### src/rtl/seq_div4_if.sv
// Handshake/operand bundle for the sequential divider.
//   start/a/b : request and operands (driven by the host)
//   busy/done : progress and one-cycle completion pulse (driven by the divider)
//   q/r/dz    : quotient, remainder and divide-by-zero flag of the last result
interface seq_div4_if #(
  parameter int unsigned W = 4
);
  logic         start;
  logic [W-1:0] a;
  logic [W-1:0] b;
  logic         busy;
  logic         done;
  logic [W-1:0] q;
  logic [W-1:0] r;
  logic         dz;

  modport master (
    output start, a, b,
    input  busy, done, q, r, dz
  );

  modport slave (
    input  start, a, b,
    output busy, done, q, r, dz
  );
endinterface

### src/rtl/seq_div4.sv
// Sequential restoring divider: one quotient bit per clock, MSB first.
// Ports:
//   clk : rising-edge clock
//   rst : synchronous active-high reset
//   bus : seq_div4_if.slave (start/a/b in; busy/done/q/r/dz out, all registered)
module seq_div4 #(
  parameter int unsigned W = 4
) (
  input  logic       clk,
  input  logic       rst,
  seq_div4_if.slave  bus
);

  localparam int unsigned CW = (W > 1) ? $clog2(W) : 1;

  typedef enum logic [1:0] {
    S_IDLE = 2'd0,
    S_RUN  = 2'd1,
    S_DONE = 2'd2
  } state_e;

  state_e        state_q, state_d;
  logic [W-1:0]  dvd_q, dvd_d;   // dividend, shifted left each step
  logic [W-1:0]  dvs_q, dvs_d;   // divisor
  logic [W-1:0]  rem_q, rem_d;   // partial remainder after restore
  logic [W-1:0]  quo_q, quo_d;   // quotient bits collected so far
  logic [CW-1:0] cnt_q, cnt_d;
  logic          busy_q, busy_d;
  logic          done_q, done_d;
  logic [W-1:0]  q_q, q_d;
  logic [W-1:0]  r_q, r_d;
  logic          dz_q, dz_d;

  logic [W:0]    shifted_c;
  logic [W:0]    diff_c;
  logic          neg_c;
  logic [W-1:0]  rem_step_c;
  logic [W-1:0]  quo_step_c;

  // One restoring step. The restored remainder is always below the divisor,
  // so it is kept in W bits; the W+1-bit partial exists only within the step.
  // |diff| < 2^W, so bit W of the W+1-bit difference is a valid sign bit.
  always_comb begin
    shifted_c  = {rem_q, dvd_q[W-1]};
    diff_c     = shifted_c - {1'b0, dvs_q};
    neg_c      = diff_c[W];
    rem_step_c = neg_c ? shifted_c[W-1:0] : diff_c[W-1:0];
    quo_step_c = {quo_q[W-2:0], ~neg_c};
  end

  // Next-state and registered-output logic.
  always_comb begin
    state_d = state_q;
    dvd_d   = dvd_q;
    dvs_d   = dvs_q;
    rem_d   = rem_q;
    quo_d   = quo_q;
    cnt_d   = cnt_q;
    q_d     = q_q;
    r_d     = r_q;
    dz_d    = dz_q;

    case (state_q)
      S_IDLE, S_DONE: begin
        if (bus.start) begin
          if (bus.b != '0) begin
            dvd_d   = bus.a;
            dvs_d   = bus.b;
            rem_d   = '0;
            quo_d   = '0;
            cnt_d   = '0;
            state_d = S_RUN;
          end else begin
            // Divide by zero resolves immediately without iterating.
            q_d     = '1;
            r_d     = bus.a;
            dz_d    = 1'b1;
            state_d = S_DONE;
          end
        end else begin
          state_d = S_IDLE;
        end
      end

      S_RUN: begin
        dvd_d = dvd_q << 1;
        rem_d = rem_step_c;
        quo_d = quo_step_c;
        cnt_d = cnt_q + CW'(1);
        if (cnt_q == CW'(W - 1)) begin
          q_d     = quo_step_c;
          r_d     = rem_step_c;
          dz_d    = 1'b0;
          state_d = S_DONE;
        end
      end

      default: state_d = S_IDLE;
    endcase

    busy_d = (state_d == S_RUN);
    done_d = (state_d == S_DONE);
  end

  // State and output registers.
  always_ff @(posedge clk) begin
    if (rst) begin
      state_q <= S_IDLE;
      dvd_q   <= '0;
      dvs_q   <= '0;
      rem_q   <= '0;
      quo_q   <= '0;
      cnt_q   <= '0;
      busy_q  <= 1'b0;
      done_q  <= 1'b0;
      q_q     <= '0;
      r_q     <= '0;
      dz_q    <= 1'b0;
    end else begin
      state_q <= state_d;
      dvd_q   <= dvd_d;
      dvs_q   <= dvs_d;
      rem_q   <= rem_d;
      quo_q   <= quo_d;
      cnt_q   <= cnt_d;
      busy_q  <= busy_d;
      done_q  <= done_d;
      q_q     <= q_d;
      r_q     <= r_d;
      dz_q    <= dz_d;
    end
  end

  assign bus.busy = busy_q;
  assign bus.done = done_q;
  assign bus.q    = q_q;
  assign bus.r    = r_q;
  assign bus.dz   = dz_q;

endmodule

### src/flat_wrapper.sv
// flat-port wrapper written by rule: the top's interface ports become plain ports
module seq_div4_flat 
#(
  parameter int unsigned W = 4
)
  (clk, rst, bus_start, bus_a, bus_b, bus_busy, bus_done, bus_q, bus_r, bus_dz);
  seq_div4_if #(.W(W)) bus_i ();
  input  logic clk;
  input  logic rst;
  input wire logic [$bits(bus_i.start)-1:0] bus_start;
  input wire logic [$bits(bus_i.a)-1:0] bus_a;
  input wire logic [$bits(bus_i.b)-1:0] bus_b;
  output wire logic [$bits(bus_i.busy)-1:0] bus_busy;
  output wire logic [$bits(bus_i.done)-1:0] bus_done;
  output wire logic [$bits(bus_i.q)-1:0] bus_q;
  output wire logic [$bits(bus_i.r)-1:0] bus_r;
  output wire logic [$bits(bus_i.dz)-1:0] bus_dz;
  assign bus_i.start = bus_start;
  assign bus_i.a = bus_a;
  assign bus_i.b = bus_b;
  assign bus_busy = bus_i.busy;
  assign bus_done = bus_i.done;
  assign bus_q = bus_i.q;
  assign bus_r = bus_i.r;
  assign bus_dz = bus_i.dz;
  seq_div4 #(.W(W)) u_core (.clk(clk), .rst(rst), .bus(bus_i));
endmodule
### config.mk
export PLATFORM = sky130hd
export DESIGN_NAME = seq_div4_flat
export DESIGN_NICKNAME = d
export VERILOG_FILES = /design/src/rtl/seq_div4_if.sv /design/src/rtl/seq_div4.sv /design/src/flat_wrapper.sv
export SDC_FILE = /design/constraint.sdc
export NUM_CORES = 1
export LEC_CHECK = 0
export CAP_MARGIN = 0
export CORE_AREA = 2 2 58 60
export DETAILED_ROUTE_END_ITERATION = 8
export DIE_AREA = 0 0 60 62
export PLACE_DENSITY = 0.72
export SKIP_CTS_REPAIR_TIMING = 1
export SYNTH_ARGS = -nofsm -noshare
export SYNTH_HDL_FRONTEND = slang
export SYNTH_SLANG_ARGS = --single-unit
### constraint.sdc
create_clock -name clk -period 2.05 [get_ports clk]
set_input_delay 0.3075 -clock clk [delete_from_list [all_inputs] [get_ports clk]]
set_output_delay 0.3075 -clock clk [all_outputs]
set_load 0.005 [all_outputs]
# --- Yosys cells after proc, flatten, opt, wreduce, memory -nomap -nowiden ---
# Index checks and enable logic that the tools add are counted.
word_totals:
  register_bits: 30
  romBits: 0
  out_inout_bits: 11
  memories: 0
  latch_bits: 0
  ram_bits: 0
  elab_cells: 57
  inputBits: 11
classes:
  eq_ne: 9
  bitwise: 1
  n_mul: 0
  order_cmp: 0
  shift: 0
  reduce_logical: 7
  n_addsub: 2
  div: 0
  mux: 27
ops:
  columns: ["op", "n"]
  rows:
  - ["$mux W4", 11]
  - ["$pmux W4 S2", 4]
  - ["$mux W2", 5]
  - ["$pmux W2 S2", 2]
  - ["$eq A2 B2 Y1 const B", 3]
  - ["$pmux W3 S2", 1]
  - ["$reduce_and A3 Y1", 2]
  - ["$sub A5 B4 Y5", 1]
  - ["$eq A2 B1 Y1 const B", 2]
  - ["$ne A2 B1 Y1 const B", 2]
  - ["$ne A2 B2 Y1 const B", 2]
  - ["$reduce_and A4 Y1", 1]
  - ["$reduce_bool A4 Y1", 1]
  - ["$mux W1", 3]
  - ["$add A2 B1 Y2 const B", 1]
  - ["$logic_not A2 Y1", 1]
  - ["$pmux W1 S2", 1]
  - ["$reduce_bool A2 Y1", 1]
  - ["$reduce_or A2 Y1", 1]
  - ["$not A1 Y1", 1]

# --- Longest topological paths before layout ---
logic_depth:
  word_depth: 5
  ltp_mapped: 8
  ltp_nobuf: 8

# --- Worst setup path before layout ---
# OpenSTA, ideal clock, no wires.
synth_path:
  kind: "reg-to-reg"
  start: "reg u_core.dvd_q[3]"
  end: "reg u_core.r_q[2] (netlist: u_core.bus.r[2])"
  setup_ns: 0.091
  path_buffers: 0
  stages_incl_launch_ff: 9
  t_required_ns: 1.959
  period_less_slack_ns: 2.207
  path_slack_ns: -0.157
  arrival_ns: 2.116
  cell_sequence: "dfxtp_1 -> inv_1 -> ha_1 -> fa_1 -> nand2b_1 -> a21oi_1 -> xor2_2 -> mux2_2 -> a311oi_1"
synth_between:
  elab_chain_cells: 4
synth_rtl:
  columns: ["element", "line", "source"]
  rows:
  - ["from (decl)", "seq_div4.sv:23", "logic [W-1:0] dvd_q, dvd_d;"]
  - ["from (signal assigned)", "seq_div4.sv:121", "dvd_q <= dvd_d;"]
  - ["$sub A5 B4 Y5", "seq_div4.sv:45", "diff_c = shifted_c - {1'b0, dvs_q};"]
  - ["$mux W4", "seq_div4.sv:47", "rem_step_c = neg_c ? shifted_c[W-1:0] : diff_c[W-1:0];"]
  - ["$mux W4", "seq_div4.sv:90", "if (cnt_q == CW'(W - 1)) begin"]
  - ["$pmux W4 S2", "seq_div4.sv:63", "case (state_q)"]
  - ["to (signal assigned)", "seq_div4.sv:129", "r_q <= r_d;"]
  - ["to (decl)", "seq_div4.sv:31", "logic [W-1:0] r_q, r_d;"]
# No other way between the ends. The select of a mux whose other input is x is not followed.
# A chain may end at the register's enable or synchronous reset.

# --- Final worst setup path ---
# Ends and elaborated chain as after synthesis.

==> out/qor.yml <==
synth:
  synth_nets: 180
  synth_cells: 163
  ys_seq_area_share_pct: 43.3
  yosys.area.top_type: "dfxtp_1"
  synth_compound_area_share_pct: 14.9
  synth-adder-area-share_pct: 5.95
  synth_cell_types: 31
  synth-simple-area-share_pct: 26.5
  yosys_register_bits: 30
  synth.mux.area_fraction_pct: 2.98
  synth_area_per_cell_sq_um: 8.51
  syn_area_sq_um: 1390
  synth_top_family_by_area: "simple AND/OR/NAND/NOR gates"
  ys_top_cells_by_area: "dfxtp_1, nand2_1, nor2_1, a21oi_1, ha_1"
  synthXorXnorAreaFrac_pct: 1.17
  yosysTopAreaCellShare_pct: 43.3
  ys_warn_count: 0
drt:
  post-route-drc-count: 0
  routedWlPerCell_um: 12.2
  ant_nets: 0
  drtPass1Iterations: 4
  wl_mm: 2.96
  vias_per_cell: 5.02
  initialDrtViolationCount: 29
  routed-via-count: 1215
floorplanning:
  die_x_um: 60
  fp.coreArea_sq_um: 3180
  die_h_um: 62
  rows: 21
  io_pins: 22
  start_util_pct: 43.6
  die_area_sq_um: 3720
timing:
  maxSlewHeadroom_pct: 46.8
  tightest_slew_ns: 0.796
  rsz0062_at_grt: "true"
  layout_setup_ws_ns: -0.0540
  min_period_ns: 2.10
  tns_ns: -0.0540
  slew_violations: 0
  setup_viol: 1
  period_share_pct: 103
  max_freq_mhz: 475
  skew_ns: 0.0106
  finalHoldViolCount: 0
placement:
  io_buffers: 21
  placed_cells: 233
  placed_cell_area_sq_um: 1730
  gp_congestion: 0.872
  dp_hpwl_mm: 2.13
job:
  drv_cap: 0
power_and_ir_drop:
  p_leak_uw: 0.000699
  cellPowerDensity_nw_per_um2: 766
  irDropWorstVdd_mv: 0.480
setup_path:
  cp_data_required_time_ns: 2.30
  critPathSlowestCell: "dfxtp_2"
  critical_path.endpoint_type: "flip-flop"
  cp.arrival_ns: 2.35
  critical_path.cell_chain: "inv_2, ha_4, fa_2, nand2b_4, a21oi_4, xor2_4, mux2_4, a311oi_2"
  path_delay_family: "adder cells"
  path_class: "reg -> reg"
  slowest_delay_ns: 0.35
  crit_path_start_kind: "flip-flop"
  cp_max_fo: 6
  path_buf_inv: 1
cts:
  cts_tree: "yes"
  cts_buffers: 5
  numClockSinks: 30
  clock_latency_ns: 0.33
  clockBufferDepth: 2
  cts_root_buf: "clkbuf_4"
  h-tree-depth: 2
  clk_pin_slew_ns: 0.09
outcome:
  status: "complete, but fails checks"
  violations: "negative setup slack"
global_route:
  grt_remaining_overflow: 0
  grt_max_degree: 31
  grt_first_pass_wirelength_mm: 4.80
  grt_usage_pct: 17.4
  antenna_found_initial: 0
  grt_pass1_vias: 1118
final_layout:
  antenna_cells: 0
  instances_no_fill: 242
  drive_gt1_share_pct: 17.9
  design_area_sq_um: 1850
  area_delta_synth_final_pct: 33.2
  fin_util_pct: 58.1
  fin_nets: 213
hold_path:
  hold_path_class: "reg -> reg"
==> cell families (layout without fill, tap and decap cells) <==
| logic type | after synthesis | in the layout |
|---|---|---|
| mux | 4 | 4 |
| xor+xnor | 1 | 1 |
| flops | 30 | 30 |
| buf+inv | 14 | 47 |
| simple gates | 78 | 78 |
| compound gates | 30 | 30 |
| fa+ha+maj | 6 | 6 |
==> cell type report <==
cell class              instances  area, sq um
clock buffers                   6         51.3
flip-flops and latches         30          602
well taps                      46         57.6
multi-input cells             119          773
repair buffers                 35          315
clock inverters                 1         30.0
inverters                       5         18.8
fillers                       294         1330
==> sequential cells by signal, indices dropped and copies added, names as in the netlist <==
signal / flops
u_core.bus.busy: 1
u_core.bus.r: 4
u_core.bus.dz: 1
u_core.rem_q: 4
u_core.cnt_q: 2
u_core.dvs_q: 4
u_core.bus.q: 4
u_core.quo_q: 3
u_core.bus.done: 1
u_core.dvd_q: 4
u_core.state_q: 2
==> routing by layer <==
metal | vias to the layer above | part of all wire (%) | global-route usage, %
met3 | 5 | 4.8 | 5.18
met2 | 26 | 47 | 28.4
met1 | 563 | 47 | 21.7
li1 | 621 | - | -
met4 | 0 | 1.8 | 6.67
met5 | - | 0 | 0
==> cell usage after synthesis <==
cell type and instances:
mux2i_1 3, buf_6 2, and2_1 1, a311oi_1 7, a21boi_0 1, clkbuf_1 5
xor2_2 1, or2b_1 1, inv_1 5, a31oi_1 1, nand2_1 27, buf_2 1
nor2_1 24, buf_4 1, nand3_1 5, a211oi_1 2, nand2b_1 6, o211ai_1 1
nor2_8 1, nor2_2 1, fa_1 1, o21ai_4 1, dfxtp_1 30, nand3b_1 1
or4_4 1, a21oi_1 15, mux2_2 1, nor2b_1 4, nor3_1 6, ha_1 5
a221oi_1 2
==> cell usage in the layout, fill, tap and decap left out, types with 2 or more instances in the layout <==
| cell | count |
|---|---|
| buf_4 | 14 |
| clkdlybuf4s50_1 | 21 |
| nand2_1 | 27 |
| ha_1 | 4 |
| nand3_1 | 5 |
| nand2b_1 | 5 |
| clkbuf_4 | 5 |
| nor2_1 | 24 |
| a311oi_1 | 6 |
| mux2i_1 | 2 |
| inv_1 | 4 |
| a211oi_1 | 2 |
| dfxtp_1 | 29 |
| nor3_1 | 6 |
| nor2b_1 | 4 |
| a21oi_1 | 14 |
| a221oi_1 | 2 |
==> final timing paths <==
check / startpoint / end / slack [ns] / depth (start not counted)
min: u_core.dvs_q[2]$_SDFFE_PP0P_ / u_core.dvs_q[2]$_SDFFE_PP0P_ / 0.47 / 2
min reg2reg: u_core.dvs_q[2]$_SDFFE_PP0P_ / u_core.dvs_q[2]$_SDFFE_PP0P_ / 0.47 / 2
max: u_core.dvd_q[3]$_SDFFE_PP0P_ / u_core.bus.r[2]$_SDFFE_PP0P_ / -0.05 / 8
max reg2reg: u_core.dvd_q[3]$_SDFFE_PP0P_ / u_core.bus.r[2]$_SDFFE_PP0P_ / -0.05 / 8
==> per-stage QoR <==
stage	setup WS [ns]	total power (uW)	hold slack [ns]
2_1_floorplan	0.0144	833	0.436
3_3_place_gp	-0.160	917	0.450
3_5_place_dp	-0.145	926	0.459
4_1_cts	-0.134	1400	0.471
5_1_grt	-0.155	1470	0.488
6_report	-0.0540	1420	0.469
==> where the power goes <==
part           switching (uW)  internal (uW)
Clock                     205            284
Combinational             148            143
Sequential               21.8            614
Total                     375           1040
==> worst register-to-register path, cell delays in order (launching register included) <==
cell and delay [ns]:
dfxtp_2 0.35, inv_2 0.05, ha_4 0.15, fa_2 0.34
nand2b_4 0.16, a21oi_4 0.17, xor2_4 0.27, mux2_4 0.34
a311oi_2 0.20
No activity file was read; power rests on OpenSTA's default activity.
